===== src/rtl/shift_reg_sequencer_if.sv =====
// Handshake and shift-register bus for shift_reg_sequencer.
// master: host/register side (drives in_valid, in_data, out_ready, sr_so).
// slave:  the sequencer itself.
interface shift_reg_sequencer_if #(
    parameter int WIDTH = 8
);
    logic             in_valid;
    logic             in_ready;
    logic [WIDTH-1:0] in_data;
    logic             sr_si;
    logic             sr_shift_en;
    logic             sr_so;
    logic             out_valid;
    logic             out_ready;
    logic [WIDTH-1:0] out_data;

    modport master (
        output in_valid, in_data, out_ready, sr_so,
        input  in_ready, sr_si, sr_shift_en, out_valid, out_data
    );

    modport slave (
        input  in_valid, in_data, out_ready, sr_so,
        output in_ready, sr_si, sr_shift_en, out_valid, out_data
    );
endinterface


===== src/rtl/shift_reg_sequencer.sv =====
// shift_reg_sequencer: loads a parallel word into a WIDTH-bit serial shift
// register over exactly WIDTH enabled cycles while capturing the word that
// was previously held in it, then offers that old word on a valid/ready port.
// Default bit order is LSB-first; defining SR_SEQ_MSB_FIRST_EN switches the
// serial wire order to MSB-first with identical cycle timing.
module shift_reg_sequencer #(
    parameter int WIDTH = 8
) (
    input  logic                 CLK,
    input  logic                 RST_N,
    shift_reg_sequencer_if.slave bus,
    output logic                 busy
);
    localparam int CNT_W = $clog2(WIDTH + 1);

    typedef enum logic [1:0] {
        IDLE  = 2'd0,
        SHIFT = 2'd1,
        HOLD  = 2'd2
    } state_t;

    state_t           state_q, state_d;
    logic [CNT_W-1:0] cnt_q, cnt_d;
    logic [WIDTH-1:0] tx_q, tx_d;
    logic [WIDTH-1:0] rx_q, rx_d;
    logic             tx_bit;

`ifdef SR_SEQ_MSB_FIRST_EN
    assign tx_bit = tx_q[WIDTH-1];
`else
    assign tx_bit = tx_q[0];
`endif

    // Outputs are pure decodes of registered state, so nothing on the
    // register side depends combinationally on in_valid.
    assign bus.in_ready    = (state_q == IDLE);
    assign bus.sr_shift_en = (state_q == SHIFT);
    assign bus.sr_si       = (state_q == SHIFT) & tx_bit;
    assign bus.out_valid   = (state_q == HOLD);
    assign bus.out_data    = rx_q;
    assign busy            = (state_q != IDLE);

    // Next-state logic: accept a word in IDLE, shift WIDTH times, then hold
    // the captured word until the consumer takes it.
    always_comb begin
        state_d = state_q;
        cnt_d   = cnt_q;
        tx_d    = tx_q;
        rx_d    = rx_q;
        case (state_q)
            IDLE: begin
                if (bus.in_valid) begin
                    tx_d    = bus.in_data;
                    cnt_d   = '0;
                    state_d = SHIFT;
                end
            end
            SHIFT: begin
`ifdef SR_SEQ_MSB_FIRST_EN
                tx_d = tx_q << 1;
                rx_d = {rx_q[WIDTH-2:0], bus.sr_so};
`else
                tx_d = tx_q >> 1;
                rx_d = {bus.sr_so, rx_q[WIDTH-1:1]};
`endif
                if (cnt_q == CNT_W'(WIDTH - 1)) begin
                    cnt_d   = '0;
                    state_d = HOLD;
                end else begin
                    cnt_d = cnt_q + 1'b1;
                end
            end
            HOLD: begin
                if (bus.out_ready) begin
                    state_d = IDLE;
                end
            end
            default: begin
                state_d = IDLE;
            end
        endcase
    end

    // State registers; an asynchronous reset aborts any transfer in flight.
    always_ff @(posedge CLK or negedge RST_N) begin
        if (!RST_N) begin
            state_q <= IDLE;
            cnt_q   <= '0;
            tx_q    <= '0;
            rx_q    <= '0;
        end else begin
            state_q <= state_d;
            cnt_q   <= cnt_d;
            tx_q    <= tx_d;
            rx_q    <= rx_d;
        end
    end
endmodule


===== src/flat_wrapper.sv =====
// flat-port wrapper written by rule: the top's interface ports become plain ports
module shift_reg_sequencer_flat 
#(
    parameter int WIDTH = 8
)
  (CLK, RST_N, busy, bus_in_valid, bus_in_data, bus_out_ready, bus_sr_so, bus_in_ready, bus_sr_si, bus_sr_shift_en, bus_out_valid, bus_out_data);
  shift_reg_sequencer_if #(.WIDTH(WIDTH)) bus_i ();
  input  logic CLK;
  input  logic RST_N;
  output logic busy;
  input wire logic [$bits(bus_i.in_valid)-1:0] bus_in_valid;
  input wire logic [$bits(bus_i.in_data)-1:0] bus_in_data;
  input wire logic [$bits(bus_i.out_ready)-1:0] bus_out_ready;
  input wire logic [$bits(bus_i.sr_so)-1:0] bus_sr_so;
  output wire logic [$bits(bus_i.in_ready)-1:0] bus_in_ready;
  output wire logic [$bits(bus_i.sr_si)-1:0] bus_sr_si;
  output wire logic [$bits(bus_i.sr_shift_en)-1:0] bus_sr_shift_en;
  output wire logic [$bits(bus_i.out_valid)-1:0] bus_out_valid;
  output wire logic [$bits(bus_i.out_data)-1:0] bus_out_data;
  assign bus_i.in_valid = bus_in_valid;
  assign bus_i.in_data = bus_in_data;
  assign bus_i.out_ready = bus_out_ready;
  assign bus_i.sr_so = bus_sr_so;
  assign bus_in_ready = bus_i.in_ready;
  assign bus_sr_si = bus_i.sr_si;
  assign bus_sr_shift_en = bus_i.sr_shift_en;
  assign bus_out_valid = bus_i.out_valid;
  assign bus_out_data = bus_i.out_data;
  shift_reg_sequencer #(.WIDTH(WIDTH)) u_core (.CLK(CLK), .RST_N(RST_N), .bus(bus_i), .busy(busy));
endmodule

===== config.mk =====
export PLATFORM = sky130hd
export DESIGN_NAME = shift_reg_sequencer_flat
export DESIGN_NICKNAME = d
export VERILOG_FILES = /design/src/rtl/shift_reg_sequencer_if.sv /design/src/rtl/shift_reg_sequencer.sv /design/src/flat_wrapper.sv
export SDC_FILE = /design/constraint.sdc
export NUM_CORES = 1
export LEC_CHECK = 0
export CAP_MARGIN = 40
export CORE_UTILIZATION = 35
export CTS_BUF_LIST = sky130_fd_sc_hd__clkbuf_8
export CTS_CLUSTER_DIAMETER = 200
export DETAILED_ROUTE_END_ITERATION = 12
export DONT_BUFFER_PORTS = 1
export HOLD_SLACK_MARGIN = 0.15
export PLACE_DENSITY = 0.49
export SKIP_LAST_GASP = 1
export SLEW_MARGIN = 20
export SYNTH_ARGS = -nofsm -noshare
export SYNTH_HDL_FRONTEND = slang
export SYNTH_SLANG_ARGS = --single-unit
export TNS_END_PERCENT = 1

===== constraint.sdc =====
create_clock -name CLK -period 1.4 [get_ports CLK]
set_input_delay 0.21 -clock CLK [delete_from_list [all_inputs] [get_ports CLK]]
set_output_delay 0.21 -clock CLK [all_outputs]
set_load 0.05 [all_outputs]

Word level (Yosys, flattened, before mapping)

Index checks and enable logic that the tools add are counted.

Register bits after elaboration: 22
Latch bits: 0
Memory bits (writable): 0
Memory bits (read-only): 0
Bits of input ports: 13
Output and inout bits: 13
Logic and storage cells: 26
Memories kept: 0

Add/sub/neg operators: 1
$mul: 0
Div/mod/pow operators: 0
Magnitude comparators: 0
Eq/ne operators: 6
Shift operators: 0
Mux-type cells: 9
Bitwise operators: 1
Reduce and logical (&&, ||, !) cells: 5

Operators by type and width:

| kind                                                  | count |
|---|---|
| one-hot mux 8 bit (2 select lines)                    | 1 |
| 2-to-1 mux 4 bit                                      | 2 |
| 2-to-1 mux 8 bit                                      | 1 |
| one-hot mux 4 bit (2 select lines)                    | 1 |
| 2-to-1 mux 2 bit                                      | 3 |
| one-hot mux 2 bit (3 select lines)                    | 1 |
| adder 4 x 1 -> 4 bit, second input constant           | 1 |
| == test 4 x 3 -> 1 bit, second input constant         | 1 |
| inequality test 2 bit, second input constant          | 2 |
| nonzero test 2 bit                                    | 2 |
| AND reduction 3 bit                                   | 1 |
| == test 2 x 1 -> 1 bit, second input constant         | 1 |
| == test 2 bit, second input constant                  | 1 |
| zero test 2 bit                                       | 1 |
| inequality test 2 x 1 -> 1 bit, second input constant | 1 |
| AND reduction 2 bit                                   | 1 |
| AND 1 bit                                             | 1 |

Depth between registers and ports, before layout

Depth after elaboration: 3
Gate-level depth with buffers: 5
Mapped depth without buffers: 4

Worst setup path after synthesis

No wires, ideal clock.

Path type: reg-to-output
From: register u_core.state_q[1]
To: output port bus_sr_si
Arrival: 1.525 ns
Required time: 1.190 ns
Path slack: -0.335 ns
Stages on the path, launching flop included: 5
Path buffers: 1
Cell sequence: dfrtp_1 -> nand2b_2 -> inv_1 -> buf_2 -> and2_1

Cells in the longest elaborated chain, start to end: 2

Ends and longest elaborated chain:

| element                  | line                      | RTL |
|---|---|---|
| start: declaration       | shift_reg_sequencer.sv:22 | `state_t state_q, state_d;` |
| start signal: assignment | shift_reg_sequencer.sv:92 | `state_q <= state_d;` |
| == test 2 x 1 -> 1 bit   | n/a                       |  |
| via bus_sr_shift_en      | flat_wrapper.sv:17        | `output wire logic [$bits(bus_i.sr_shift_en)-1:0] bus_sr_shift_en;` |
| AND 1 bit                | shift_reg_sequencer.sv:38 | `assign bus.sr_si = (state_q == SHIFT) & tx_bit;` |
| end: declaration         | flat_wrapper.sv:16        | `output wire logic [$bits(bus_i.sr_si)-1:0] bus_sr_si;` |

The timed path passes the listed nets, and every way through them passes these cells.

Final worst setup path

From: register u_core.state_q[1]
To: output port bus_in_ready

Cells in the longest elaborated chain, start to end: 1

Ends and longest elaborated chain:

| element          | line                      | RTL |
|---|---|---|
| zero test 2 bit  | shift_reg_sequencer.sv:36 | `assign bus.in_ready = (state_q == IDLE);` |
| end: declaration | flat_wrapper.sv:15        | `output wire logic [$bits(bus_i.in_ready)-1:0] bus_in_ready;` |

Every way passes these cells.

==> impl_metrics.env <==
export IMPL_status="finished with violations"
export IMPL_violations="negative setup slack"
export IMPL_powerDensity_mw_per_mm2=2680
export IMPL_peakVddDrop_mv=1.24
export IMPL_postSynthAreaPerCell_sq_um=9.76
export IMPL_yosysSeqAreaShare_pct=56.4
export IMPL_setup_viol=1
export IMPL_path_cells="buf_6, or2_4, inv_4, buf_12"
export IMPL_grt_pass1_vias=720
export IMPL_ys_warn_count=0
export IMPL_placed_cell_area_sq_mm=0.00107
export IMPL_avgViaCountPerCell=5.09
export IMPL_ctsRootBufferMaster="clkbuf_8"
export IMPL_ant_nets=0
export IMPL_maxCapViolCount=0
export IMPL_numPortBuffers=0
export IMPL_clkLatencyLatePin_ns=0.26
export IMPL_fp_row_count=18
export IMPL_critPathTopFamily="flip-flops"
export IMPL_die_w_um=54.8
export IMPL_drtPass1Iterations=3
export IMPL_worstPathRequired_ns=1.19
export IMPL_synth_largest_area_cell="dfrtp_1"
export IMPL_cts_num_sinks=22
export IMPL_rr_worst_depth=3
export IMPL_period_needed_ns=1.41
export IMPL_ioPinCount=26
export IMPL_placedCellCount=135
export IMPL_clkSlewWorstSetupHoldPaths_ns=0.07
export IMPL_antenna_found_initial=0
export IMPL_track_usage_pct=14.5
export IMPL_die_area_sq_mm=0.00300
export IMPL_worst_pin_slew_ns=0.497
export IMPL_post_route_drc_count=0
export IMPL_final_nets=129
export IMPL_fin_cells=143
export IMPL_hold_depth=2
export IMPL_cts_tree="built"
export IMPL_post_cts_setup_buffer_count=0
export IMPL_wirelength_um=1730
export IMPL_drt_first_iter_violations=7
export IMPL_synthTopCellsByArea="dfrtp_1 56%, nand2_1 13%, mux2i_1 7.2%"
export IMPL_drive_gt1_share_pct=18.6
export IMPL_clockBufferDepth=2
export IMPL_crit_slowest_cell="dfrtp_1"
export IMPL_ys_ff_latch=22
export IMPL_drv_slew=0
export IMPL_p_leak_nw=0.600
export IMPL_yosysUniqueCellTypes=21
export IMPL_finClkSkew_ns=0.00348
export IMPL_netlist_area_leader_share_pct=56.4
export IMPL_final_cell_area_sq_mm=0.00118
export IMPL_grt_pass1_wl_um=3000
export IMPL_rsz0062_at_grt="yes"
export IMPL_critical_path_class="reg2out"
export IMPL_arrival_ns=1.20
export IMPL_finalHoldViolCount=0
export IMPL_htreeDepth=1
export IMPL_syn_area_sq_um=976
export IMPL_area_growth_pct=20.8
export IMPL_numCtsBuffers=3
export IMPL_antenna_cells=0
export IMPL_grt_max_degree=23
export IMPL_synthCells=100
export IMPL_setup_ws_ns=-0.00714
export IMPL_vias=728
export IMPL_fmax_ghz=0.711
export IMPL_cp_num_cells=4
export IMPL_gp_congestion=0.664
export IMPL_syn_nets=114
export IMPL_initial_utilization_pct=38.3
export IMPL_hold_class="in2reg"
export IMPL_worst_setup_path_end_kind="output port"
export IMPL_globalRouteOverflowTotal=0
export IMPL_die_h_um=54.8
export IMPL_crit_fanout=5
export IMPL_dp_hpwl_um=1260
export IMPL_slowest_delay_ns=0.39
export IMPL_crit_path_start_kind="register"
export IMPL_path_buf_inv=3
export IMPL_slew_headroom_pct=66.9
export IMPL_min_period_over_period_pct=101
export IMPL_avgRoutedWirePerCell_um=12.1
export IMPL_core_area_sq_mm=0.00254
registers in the layout, summed over array words and instances (netlist names):
signal	flops
u_core.bus.out_data	8
u_core.cnt_q	4
u_core.state_q	2
u_core.tx_q	8
routing by layer:
layer | share of wire (%) | global-route usage (%) | up-vias
li1 | - | - | 356
met1 | 41 | 15.5 | 351
met2 | 53 | 25.5 | 19
met3 | 5.4 | 5.83 | 2
met4 | 0.58 | 4.70 | 0
met5 | 0 | 0 | -
layout by cell type (no fill, tap or decap), drive strengths merged:
cell / n
dfrtp: 22
nand2b: 1
ha: 1
buf: 10
o31ai: 1
o21ai: 9
o21bai: 1
nand3: 1
or2: 1
a22o: 2
a21oi: 5
and2b: 1
nand2: 34
mux2i: 7
a2bb2oi: 1
inv: 6
or4: 1
dlygate4sd3: 4
and3: 1
and2: 1
clkbuf: 3
report_power, final:
part / switching, mW / internal (mW)
clock: 0.184 / 0.192
combinational: 0.714 / 0.560
sequential: 0.590 / 0.921
final timing paths:
| kind | start | end | slack (ns) |
|---|---|---|---|
| setup / recovery | u_core.state_q[1] | bus_in_ready | -0.007 |
| hold / removal | bus_in_data[2] | u_core.tx_q[2] | 0.15 |
| setup reg to reg | u_core.cnt_q[0] | u_core.cnt_q[3] | 0.09 |
| hold reg to reg | u_core.tx_q[3] | u_core.tx_q[3] | 0.48 |
| max in group asynchronous | RST_N | u_core.state_q[0] | 0.60 |
| min in group asynchronous | RST_N | u_core.bus.out_data[1] | 0.45 |
synthesized netlist by cell type:
master,instances
o31ai_1,1
buf_4,1
nand2_1,34
and2b_2,1
dfrtp_1,22
ha_1,1
or2_2,1
a2bb2oi_1,1
buf_6,1
o21ai_0,9
and3_1,1
nand3_1,1
mux2i_1,7
o21bai_2,1
a21oi_1,5
buf_2,2
and2_1,1
inv_1,6
or4_1,1
a22o_1,2
nand2b_2,1
cells by family after synthesis:
kind of cell / share of synthesized area (%)
DFF: 56.4
AOI/OAI and AO/OA: 11.8
and+or+nand+nor: 18.1
adders and majority gates: 1.28
buffers and inverters: 5.26
muxes: 7.18
worst register-to-register path: stages (launching register included):
cell and delay, ns:
dfrtp_1 0.42, ha_1 0.25, or4_1 0.50, o21ai_0 0.08
through the flow:
stage | power (mW) | util (%) | TNS, ns | hold WS (ns) | setup slack [ns]
floorplan | 2.43 | - | -0.0239 | -0.0856 | -0.0239
global placement | 2.69 | 41.9 | 0 | -0.0851 | 0.112
detailed placement | 2.73 | 41.9 | 0 | -0.0851 | 0.0240
CTS | 3.19 | 45.8 | -0.0344 | 0.152 | -0.0194
global route | 3.43 | 46.3 | -0.0775 | 0.162 | -0.0516
finish | 3.16 | 46.3 | -0.00714 | 0.154 | -0.00714
final cells by class:
| cell class | instances | area (sq um) |
|---|---|---|
| fill | 252 | 1370 |
| clock buffer | 3 | 41.3 |
| timing repair buffer | 14 | 136 |
| multi-input combinational | 68 | 384 |
| tap | 30 | 37.5 |
| inverter | 6 | 27.5 |
| sequential | 22 | 552 |
what timing repair did:
| action | 4_1_cts | 5_1_grt |
|---|---|---|
| hold buffers | 4 | 1 |
| pin swaps | 1 | 0 |
| gates resized for setup | 7 | 3 |
| endpoints found under the setup margin | 4 | 6 |
| endpoints found under the hold margin | 25 | 22 |
Note: power is estimated with default switching activity, not from simulation.
